### config.mk
export PLATFORM = sky130hd
export DESIGN_NAME = mult_seq_8bit_flat
export DESIGN_NICKNAME = d
export VERILOG_FILES = /design/src/rtl/calc_pkg.sv /design/src/rtl/mult_seq_8bit_if.sv /design/src/rtl/ripple_adder_8bit.sv /design/src/rtl/mult_seq_8bit.sv /design/src/flat_wrapper.sv
export SDC_FILE = /design/constraint.sdc
export NUM_CORES = 1
export LEC_CHECK = 0
export CAP_MARGIN = 20
export CORE_UTILIZATION = 60
export CTS_CLUSTER_DIAMETER = 60
export CTS_CLUSTER_SIZE = 14
export DETAILED_ROUTE_END_ITERATION = 6
export DONT_BUFFER_PORTS = 1
export PLACE_DENSITY = 0.78
export SYNTH_ARGS = -nofsm -noshare
export SYNTH_HDL_FRONTEND = slang
export SYNTH_SLANG_ARGS = --single-unit
### constraint.sdc
create_clock -name clk -period 4.66 [get_ports clk]
set_input_delay 0.466 -clock clk [delete_from_list [all_inputs] [get_ports clk]]
set_output_delay 0.466 -clock clk [all_outputs]
set_load 0.1 [all_outputs]
### src/rtl/calc_pkg.sv
// Shared calculator datapath definitions: multiplier width, iteration count
// and the multiply-engine state encoding.
package calc_pkg;

    localparam int MUL_W    = 8;
    localparam int MUL_ITER = 8;

    typedef logic [1:0] state_t;

    localparam state_t IDLE = 2'd0;
    localparam state_t RUN  = 2'd1;
    localparam state_t DONE = 2'd2;

endpackage

### src/rtl/mult_seq_8bit_if.sv
// Start/result handshake between the calculator control FSM (master) and the
// sequential multiply engine (slave).
interface mult_seq_8bit_if;
    import calc_pkg::*;

    logic                 start;
    logic [MUL_W-1:0]     a;
    logic [MUL_W-1:0]     b;
    logic                 busy;
    logic                 done;
    logic [2*MUL_W-1:0]   product;

    modport master (
        output start, a, b,
        input  busy, done, product
    );

    modport slave (
        input  start, a, b,
        output busy, done, product
    );

endinterface

### src/rtl/ripple_adder_8bit.sv
// 8-bit ripple-carry adder built from a chain of full-adder cells.
module ripple_adder_8bit (
    input  logic [7:0] a,
    input  logic [7:0] b,
    input  logic       cin,
    output logic [7:0] sum,
    output logic       cout
);

    logic [8:0] carry;

    assign carry[0] = cin;

    for (genvar i = 0; i < 8; i++) begin : g_fa
        assign sum[i]     = a[i] ^ b[i] ^ carry[i];
        assign carry[i+1] = (a[i] & b[i]) | (a[i] & carry[i]) | (b[i] & carry[i]);
    end

    assign cout = carry[8];

endmodule

### src/rtl/mult_seq_8bit.sv
// Sequential 8x8 unsigned shift-and-add multiplier: one shared ripple adder,
// one multiplier bit per cycle, registered 16-bit product with a done pulse.
module mult_seq_8bit
    import calc_pkg::*;
(
    input  logic              clk,
    input  logic              rst,
    mult_seq_8bit_if.slave    bus
);

    state_t                state;
    logic [MUL_W-1:0]      m;
    logic [MUL_W-1:0]      acc;
    logic [MUL_W-1:0]      q;
    logic [2:0]            cnt;
    logic [MUL_W-1:0]      sum;
    logic                  carry;
    logic [2*MUL_W-1:0]    next_aq;
    logic [2*MUL_W-1:0]    product;
    logic                  busy;
    logic                  done;

    ripple_adder_8bit u_adder (
        .a    (acc),
        .b    (m),
        .cin  (1'b0),
        .sum  (sum),
        .cout (carry)
    );

    // Carry lands in the top bit of the shifted accumulator, so no result bit is lost.
    always_comb begin
        next_aq = {1'b0, acc, q[MUL_W-1:1]};
        if (q[0]) begin
            next_aq = {carry, sum, q[MUL_W-1:1]};
        end
    end

    always_ff @(posedge clk) begin
        if (rst) begin
            state   <= IDLE;
            m       <= '0;
            acc     <= '0;
            q       <= '0;
            cnt     <= '0;
            product <= '0;
            busy    <= 1'b0;
            done    <= 1'b0;
        end else begin
            case (state)
                IDLE: begin
                    done <= 1'b0;
                    if (bus.start) begin
                        m     <= bus.a;
                        q     <= bus.b;
                        acc   <= '0;
                        cnt   <= '0;
                        busy  <= 1'b1;
                        state <= RUN;
                    end
                end
                RUN: begin
                    acc <= next_aq[2*MUL_W-1:MUL_W];
                    q   <= next_aq[MUL_W-1:0];
                    cnt <= cnt + 3'd1;
                    if (cnt == 3'(MUL_ITER - 1)) begin
                        product <= next_aq;
                        busy    <= 1'b0;
                        done    <= 1'b1;
                        state   <= DONE;
                    end
                end
                DONE: begin
                    done  <= 1'b0;
                    state <= IDLE;
                end
                default: begin
                    busy  <= 1'b0;
                    done  <= 1'b0;
                    state <= IDLE;
                end
            endcase
        end
    end

    assign bus.busy    = busy;
    assign bus.done    = done;
    assign bus.product = product;

endmodule

### src/flat_wrapper.sv
// flat-port wrapper written by rule: the top's interface ports become plain ports
module mult_seq_8bit_flat import calc_pkg::*;
  (clk, rst, bus_start, bus_a, bus_b, bus_busy, bus_done, bus_product);
  mult_seq_8bit_if bus_i ();
  input  logic clk;
  input  logic rst;
  input wire logic [$bits(bus_i.start)-1:0] bus_start;
  input wire logic [$bits(bus_i.a)-1:0] bus_a;
  input wire logic [$bits(bus_i.b)-1:0] bus_b;
  output wire logic [$bits(bus_i.busy)-1:0] bus_busy;
  output wire logic [$bits(bus_i.done)-1:0] bus_done;
  output wire logic [$bits(bus_i.product)-1:0] bus_product;
  assign bus_i.start = bus_start;
  assign bus_i.a = bus_a;
  assign bus_i.b = bus_b;
  assign bus_busy = bus_i.busy;
  assign bus_done = bus_i.done;
  assign bus_product = bus_i.product;
  mult_seq_8bit u_core (.clk(clk), .rst(rst), .bus(bus_i));
endmodule
==> results of run 1 <==
==> worst reg2reg max path, stage by stage (launching register included) <==
cell                      delay, ns
sky130_fd_sc_hd__dfxtp_1       0.38
sky130_fd_sc_hd__ha_1          0.15
sky130_fd_sc_hd__inv_1         0.05
sky130_fd_sc_hd__fa_1          0.45
sky130_fd_sc_hd__fa_1          0.46
sky130_fd_sc_hd__fa_1          0.46
sky130_fd_sc_hd__fa_1          0.44
sky130_fd_sc_hd__fa_1          0.39
sky130_fd_sc_hd__fa_1          0.36
sky130_fd_sc_hd__inv_1         0.07
sky130_fd_sc_hd__fa_1          0.40
sky130_fd_sc_hd__mux2i_1       0.19
sky130_fd_sc_hd__nor3_1        0.07
sky130_fd_sc_hd__a21o_1        0.17
==> flip-flops by register name (all words and copies together) (netlist names) <==
name                count
u_core.bus.product     16
u_core.acc              8
u_core.m                8
u_core.q                8
u_core.cnt              3
u_core.state            2
u_core.bus.busy         1
u_core.bus.done         1
==> logic make-up (layout without fill, tap and decap cells) <==
kind of cell    after synthesis  in the layout  synth area share [%]
flops                        47             47                  45.4
mux                           3              3                  1.51
buf+inv                      31             23                  7.30
compound gates               55             55                  17.5
fa+ha+maj                    10             10                  8.56
simple gates                 89             89                  19.8
==> power by group <==
part | switching (W) | internal, W | total [W]
combinational | 0.0000346 | 0.0000249 | 0.0000596
clock | 0.000124 | 0.0000563 | 0.000180
sequential | 0.0000229 | 0.000417 | 0.000440
==> path summary, 6_finish.rpt <==
check	from	to	slack, ns	cells after the start
worst max-delay path	u_core.acc[0]$_SDFFE_PP0P_	u_core.acc[6]$_SDFFE_PP0P_	0.50	13
worst min-delay path	rst	u_core.bus.product[1]$_SDFFE_PP0P_	0.15	1
worst max register to register	u_core.acc[0]$_SDFFE_PP0P_	u_core.acc[6]$_SDFFE_PP0P_	0.50	13
worst min register to register	u_core.m[2]$_SDFFE_PP0P_	u_core.m[2]$_SDFFE_PP0P_	0.46	2
==> cell usage after synthesis <==
cell type                  number
sky130_fd_sc_hd__clkbuf_1       3
sky130_fd_sc_hd__nand2_1       37
sky130_fd_sc_hd__nor3_1         2
sky130_fd_sc_hd__nor3b_2        2
sky130_fd_sc_hd__inv_1         15
sky130_fd_sc_hd__ha_1           3
sky130_fd_sc_hd__nand2b_1       5
sky130_fd_sc_hd__a22o_1         7
sky130_fd_sc_hd__a211oi_1       3
sky130_fd_sc_hd__dfxtp_1       47
sky130_fd_sc_hd__buf_6          3
sky130_fd_sc_hd__nor4_1         6
sky130_fd_sc_hd__o21ba_2        1
sky130_fd_sc_hd__a32o_1         1
sky130_fd_sc_hd__mux2_2         1
sky130_fd_sc_hd__buf_2          7
sky130_fd_sc_hd__a21o_1         2
sky130_fd_sc_hd__and3b_1        1
sky130_fd_sc_hd__buf_4          1
sky130_fd_sc_hd__or3b_1         1
sky130_fd_sc_hd__o21a_1         1
sky130_fd_sc_hd__nor2_1        29
sky130_fd_sc_hd__and2_1         1
sky130_fd_sc_hd__buf_1          2
sky130_fd_sc_hd__a211o_1        8
sky130_fd_sc_hd__fa_1           7
sky130_fd_sc_hd__nor2_4         1
sky130_fd_sc_hd__mux2i_1        2
sky130_fd_sc_hd__a21oi_1       31
sky130_fd_sc_hd__o221a_2        1
sky130_fd_sc_hd__nor2_2         1
sky130_fd_sc_hd__nand3b_1       1
sky130_fd_sc_hd__nand3_1        2
==> routing by layer <==
metal	GRT usage (%)	up-vias	share of wire (%)
met5	0	-	0
met4	9.74	0	1.7
met1	28.8	703	46
met3	6.40	7	6.7
li1	-	771	-
met2	36.6	53	46
==> cell usage in the layout (no fill, tap or decap) <==
cell / n
sky130_fd_sc_hd__ha_1: 3
sky130_fd_sc_hd__mux2i_1: 2
sky130_fd_sc_hd__and2_1: 1
sky130_fd_sc_hd__and3b_1: 1
sky130_fd_sc_hd__nor3b_2: 2
sky130_fd_sc_hd__fa_1: 7
sky130_fd_sc_hd__a32o_1: 1
sky130_fd_sc_hd__nor2_4: 1
sky130_fd_sc_hd__nor2_2: 1
sky130_fd_sc_hd__a211o_1: 8
sky130_fd_sc_hd__a21oi_1: 31
sky130_fd_sc_hd__mux2_2: 1
sky130_fd_sc_hd__clkinv_2: 3
sky130_fd_sc_hd__or3b_1: 1
sky130_fd_sc_hd__inv_1: 15
sky130_fd_sc_hd__nand3b_1: 1
sky130_fd_sc_hd__a22o_1: 7
sky130_fd_sc_hd__clkbuf_4: 5
sky130_fd_sc_hd__nand2_1: 37
sky130_fd_sc_hd__a21o_1: 2
sky130_fd_sc_hd__nand2b_1: 5
sky130_fd_sc_hd__a211oi_1: 3
sky130_fd_sc_hd__o221a_2: 1
sky130_fd_sc_hd__nor4_1: 6
sky130_fd_sc_hd__nor2_1: 29
sky130_fd_sc_hd__nor3_1: 2
sky130_fd_sc_hd__o21ba_2: 1
sky130_fd_sc_hd__dfxtp_1: 47
sky130_fd_sc_hd__o21a_1: 1
sky130_fd_sc_hd__nand3_1: 2
==> per-stage QoR <==
stage	utilization, %	hold WS, ns	area [µm²]
2_1_floorplan	-	0.436	2070
3_3_place_gp	64.0	0.438	2030
3_5_place_dp	64.0	0.446	2030
4_1_cts	65.7	0.146	2090
5_1_grt	65.7	0.125	2090
6_report	65.7	0.152	2090
==> layout make-up <==
| class | instances | area share (%) |
|---|---|---|
| Clock buffer | 5 | 1.80 |
| Clock inverter | 3 | 0.719 |
| Inverter | 15 | 2.70 |
| Multi-Input combinational cell | 157 | 47.1 |
| Sequential cell | 47 | 45.1 |
| Tap cell | 44 | 2.64 |
==> results, run 1 <==
- The total length of routed wires is approximately 3700 µm.
- Leaving out filler cells and counting taps, the final layout contains between 200 and 300.
- For the pin with the worst max-slew slack, the measured transition is 1.01 ns.
- Detailed routing inserted a total of 1,534 vias.
- The detail route stage leaves a number of antenna-violating nets equal to 0.
- In this run the number of H-tree levels came out at 2.
- In this run the core area contains 20 standard-cell rows.
- The total area of multi-input combinational cells is 982 µm².
- The later-pin clock latency in the skew report is 0.36 ns.
- The worst clock skew on the final layout is 0.0131 ns.
- Buffers inserted to repair hold after CTS numbered 0.
- The start-to-end type of the worst setup path is reg2reg.
- The clock root buffer is sky130_fd_sc_hd__clkbuf_4.
- The leftover overflow at the end of global routing is 0.
- The fraction of the yosys area taken by sequential cells is 45.4%.
- The net count after synthesis is 264.
- The number of iterations in the first detailed-routing pass is 4.
- The longest clock path from root to sink contains 2 buffers.
- The tool flagged a number of max-cap violations equal to 0.
- In the routed design, unresolved DRC markers number 0.
- The slowest stage of the critical path belongs to the cell sky130_fd_sc_hd__fa_1.
- Counting flops and latches in the post-synthesis netlist gives 47.
- Once the floorplan was initialized, standard cells occupied 65.3% of the core.
- The time the worst path needs with I/O delays and setup is 4.16 ns.
- The count of final hold-check violations is 0.
- The maximum fanout count along the critical path is 3.
- The setup slack after placement is 0.534 ns.
- From synthesis to final layout, the design area changed by 0.603%.
- The power per standard cell area is 326 nW/µm².
- The post-synthesis instance area is 2070 µm².
- The cell count after synthesis is 235.
- The startpoint kind of the worst setup timing path is a flip-flop.
- At the end of the flow, the number of nets in the layout was between 200 and 300.
- The initial antenna violation count is 0.
- For this design, the sink count on the clock tree is 47.
- The pin count of the biggest net entering global routing is 41.
- The die span in y is 60.8 µm.
- The die covers 3700 µm².
- The worst setup path is captured at a flip-flop.
- The smallest setup slack after layout is 0.504 ns.
- The first routing iteration left 94 violations.
- The critical path's most frequent cell is sky130_fd_sc_hd__fa_1.
- The global-route wire length before repair is just over 6000 µm.
- The routed wire length per instance is 13.8 µm.
- The signal on the critical path passes through ha_1 -> inv_1 -> fa_1 -> fa_1 -> fa_1 -> fa_1 -> fa_1 -> fa_1 -> inv_1 -> fa_1 -> mux2i_1 -> nor3_1 -> a21o_1.
- Averaged over all synthesized cells, the footprint is between 8 and 9 µm².
- The clock buffer count from CTS is 5.
- The number of vias per cell after detailed routing is 5.66.
- The number of setup buffers added after CTS is 0.
- The kind of cell with the highest combined delay on the critical path is adder cells.
- The top-level I/O count is 37.
- The biggest area contributor in the post-synthesis netlist is sky130_fd_sc_hd__dfxtp_1.
- The aggregate global-route resource usage is a little under a quarter.
- TritonCTS built the clock tree.
- Derived from the worst setup path, the maximum achievable clock frequency is around 240 MHz.
- The setup TNS is 0 ns.
- The relative slew slack is 32.2%.
- Setup violations remaining at the end of the flow were counted as 0.
- In the final layout, flip-flops and latches occupy 941 µm².
- The via count of the first global-routing pass is 1,350.
- After filler insertion, the fill cell instance count of the layout stands at 270.
- The placed instance count is 263.
- In this run the biggest area consumer among cell types represents 45.4% of the synthesized area.
- The final critical-path share of the clock period is approximately 90%.
- The run finished with clean final reports.
- The final count of pins violating max slew came to 0.
- At the worst endpoint, the arrival time is around 4.4 ns.
- Buffers placed on the I/O ports in this run total 0.
- Across the VDD grid, the largest voltage drop is between 0.2 and 0.3 mV.
- The worst hold path belongs to the class in2reg.
- The number of warning messages in the yosys log is 0.
- Setup repair after global routing left no endpoint under its margin.
- The die is 60.8 µm wide.
- The count of instances resized after the clock tree is built is 0.
- After layout, the design draws a total of 0.000680 W.
- By area the synthesized netlist is led by sky130_fd_sc_hd__dfxtp_1 (45%), sky130_fd_sc_hd__a21oi_1 (7.5%), sky130_fd_sc_hd__fa_1 (6.8%).
- In this run, distinct cell masters in the synthesized netlist total 33.
- The HPWL reported at the end of detailed placement is 2600 µm.
- The fraction of layout cells with a size suffix above 1 is between 6 and 7%.
- Summed over all cells, the static leakage comes to 0.762 nW.
- Clock-pin slew was measured on the worst setup and hold paths at 0.14 ns.
- Together, buffers and inverters on the worst path number 2.
- The worst stage delay on the critical path is 0.46 ns.
- 0 antenna diodes ended up in the layout.
- The placer's final routability congestion estimate is 0.733.
- The core region is between 3000 and 4000 µm².
- The data required time of the worst path is ~5 ns.
Power figures use the tool's default switching activity.
==> run 2: changes to the inputs <==
Settings changed: PLACE_DENSITY 0.78 to 0.83.
==> run 2 against run 1 <==
Net effect: clock skew about the same; hold slack better by 0.0072 ns; maximum frequency down 1.7%; cell area decreased by 0.12%; clock power barely moved; critical path depth did not move; critical endpoint unchanged; largest cell class unchanged; largest power group unchanged.
==> results, run 2 (synthesis gave the netlist of run 1 again) <==
- The critical path ends at u_core.acc[6]$_SDFFE_PP0P_.
- The arrival time of the worst setup path is 4.49 ns (+0.07 ns).
- The leftover overflow at the end of global routing is 0 (unchanged).
- The clock tree buffer depth came to 2 (unchanged).
- The max capacitance violation total was 0 (unchanged).
- The overall die width came to 60.8 µm (unchanged).
- Tracing the worst setup path back leads to its startpoint at u_core.acc[0]$_SDFFE_PP0P_.
- The final critical-path share of the clock period was 90.7% (+1.5 points).
- The worst register-to-register path begins at u_core.acc[0]$_SDFFE_PP0P_.
- The overall via count from detail_route came to 1,553 (+1.2%).
- The total area of multi-input combinational cells came to 982 µm² (unchanged).
- The total area of sequential cells is 941 µm² (unchanged).
- The cell row count is 20 (unchanged).
- The reg-to-reg endpoint is u_core.acc[6]$_SDFFE_PP0P_.
- The initial antenna violation count came to 0 (unchanged).
- The clock input transition at the sequential cells of the worst setup and hold paths is 0.13 ns (about the same).
- The placer's final routability congestion estimate is 0.817 (+11%).
- The power per standard cell area is 328 nW/µm² (+0.64%).
- The number of antenna repair diodes was 0 (unchanged).
- The global-route wire length before repair is 6210 µm (+2.1%).
- The count of final hold-check violations is 0 (unchanged).
- TritonCTS built the clock tree.
- The filler cell count is 286 (+5.9%).
- The clock buffer count from CTS is 5 (unchanged).
- The aggregate global-route resource usage is 23.1% (+0.30 points).
- The count of buffers from port buffering is 0 (unchanged).
- The static leakage was 0.757 nW (-0.72%).
- The number of nets with antenna violations after routing is 0 (unchanged).
- The worst stage delay on the critical path came to 0.47 ns (about the same).
- The final count of pins violating max slew is 0 (unchanged).
- The maximum fanout count along the critical path is 3 (unchanged).
- The core outline area is 3180 µm² (unchanged).
- The die span in y came to 60.8 µm (unchanged).
- The start-to-end type of the worst setup path is reg2reg.
- The via count of the first global-routing pass is 1,398 (+3.6%).
- The routed wire length per instance came to 14.5 µm (+5.6%).
- The number of cell instances on the worst register-to-register path is 13 (unchanged).
- The worst hold path belongs to the class in2reg.
- The cell at the slowest stage of the critical path is sky130_fd_sc_hd__fa_1.
- The number of sinks handled by clock tree synthesis is 47 (unchanged).
- Relative to the synthesized area, the layout overhead comes to 0.483%.
- The top-level I/O count was 37 (unchanged).
- The number of iterations in the first detailed-routing pass is 4 (unchanged).
- The worst hold slack was 0.160 ns (+0.00721 ns).
- The library cells used most frequently in the layout, excluding fill and tap cells, are sky130_fd_sc_hd__dfxtp_1 (47), sky130_fd_sc_hd__nand2_1 (37), sky130_fd_sc_hd__a21oi_1 (31).
- The HPWL reported at the end of detailed placement came to 2650 µm (+1.8%).
- The fraction of layout cells with a size suffix above 1 is 5.73% (-0.88 points).
- The register-to-register path setup slack is 0.43 ns (-0.07 ns).
- The critical path capture point type is a flip-flop.
- The count of hold buffers inserted by post-cts repair came to 0 (unchanged).
- The worst-margin pin slew came to 0.998 ns (-0.0170 ns).
- The flow ran to the end, and the final reports show no timing, DRC or antenna violations.
- The most frequent standard cell in the layout excluding fill and tap cells is sky130_fd_sc_hd__dfxtp_1.
- The maximum VDD drop came to 0.215 mV (-21%).
- The tree is rooted in a sky130_fd_sc_hd__clkbuf_4.
- The count of H-tree levels built during CTS came to 2 (unchanged).
- The later-pin clock latency in the skew report is 0.35 ns (about the same).
- Walking the worst path, the cells encountered are ha_1 -> inv_1 -> fa_1 -> fa_1 -> fa_1 -> fa_1 -> fa_1 -> fa_1 -> inv_1 -> fa_1 -> mux2i_1 -> nor3_1 -> a21o_1.
- The pin count of the biggest net entering global routing is 41 (unchanged).
- The maximum clock frequency came to 237 MHz (-1.7%).
- The time the worst path needs with I/O delays and setup is 4.23 ns (+0.0698 ns).
- The startpoint kind of the worst setup timing path is a flip-flop.
- The count of instances resized after the clock tree is built is 0 (unchanged).
- The number of endpoints failing setup at the final stage was 0 (unchanged).
- The number of flip-flops under the largest register name is 16 (unchanged).
- Counting flops per register, the top entry is u_core.bus.product.
- Setup repair after global routing left no endpoint under its margin.
- The total length of routed wires is 3940 µm (+5.6%).
- Counting stages on the worst path, the most repeated cell is sky130_fd_sc_hd__fa_1.
- The area enclosed by the die boundary is 3700 µm² (unchanged).
- The post-route core utilization is 65.6% (-0.079 points).
- The setup fix buffers added after clock tree synthesis was 0 (unchanged).
- The relative slew slack is 33.4% (+1.1 points).
- The violation count after the first detailed-route iteration came to 73 (-22%).
- The count of unresolved DRC violations after routing came to 0 (unchanged).
- The worst clock skew on the final layout came to 0.0133 ns (+0.000196 ns).
- The number of vias per cell after detailed routing is 5.73 (+1.2%).
- The setup TNS is 0 ns (unchanged).
- The starting utilization of the core area is 65.3% (unchanged).
- The data required time of the worst path is 4.92 ns (about the same).
- The number of nets in the final layout is 255 (unchanged).
run 2: critical path, delay by kind of cell (launching register included):
kind	cells	cell delay, ns
adders and majority gates	8	3.15
DFF	1	0.38
muxes	1	0.22
AOI/OAI and AO/OA	1	0.17
buffers and inverters	2	0.13
and+or+nand+nor	1	0.07
run 2: report_power, final:
group          leakage (nW)  internal, W  switching [W]
sequential            0.383     0.000417      0.0000239
clock                0.0293    0.0000591       0.000123
combinational         0.344    0.0000249      0.0000347
run 2: metal layers:
metal / wire, µm / up-vias / global-route usage [%]
li1: - / 769 / -
met1: 1830 / 720 / 29.0
met2: 1790 / 57 / 36.6
met3: 247 / 7 / 7.68
met4: 64 / 0 / 9.42
met5: 0 / - / 0
run 2: cell type report:
class	count	share of cell area, %
multi-input cells	157	47.1
inverters	15	2.70
clock buffers	7	2.16
flip-flops and latches	47	45.1
well taps	44	2.64
clock inverters	1	0.240
run 2: worst min-delay path by stage:
| stage | start | end | slack, ns | cells after the start |
|---|---|---|---|---|
| finish | rst | u_core.bus.product[1]$_SDFFE_PP0P_ | 0.16 | 1 |
| global placement | u_core.m[6]$_SDFFE_PP0P_ | u_core.m[6]$_SDFFE_PP0P_ | 0.44 | 2 |
| CTS | rst | u_core.bus.busy$_SDFFE_PP0P_ | 0.15 | 1 |
| global route | rst | u_core.state[0]$_SDFFE_PP0P_ | 0.13 | 1 |
| detailed placement | u_core.m[3]$_SDFFE_PP0P_ | u_core.m[3]$_SDFFE_PP0P_ | 0.45 | 2 |
| floorplan | u_core.m[1]$_SDFFE_PP0P_ | u_core.m[1]$_SDFFE_PP0P_ | 0.44 | 2 |
run 2: through the flow:
| step | cell area (µm²) | cells | worst slack, ns | total power, W |
|---|---|---|---|---|
| after floorplan | 2070 | 235 | 0.692 | 0.000505 |
| after global placement | 2030 | 263 | 0.612 | 0.000506 |
| after detailed placement | 2030 | 263 | 0.440 | 0.000508 |
| after CTS | 2080 | 271 | 0.426 | 0.000685 |
| after global routing | 2080 | 271 | 0.285 | 0.000710 |
| final | 2080 | 271 | 0.434 | 0.000683 |
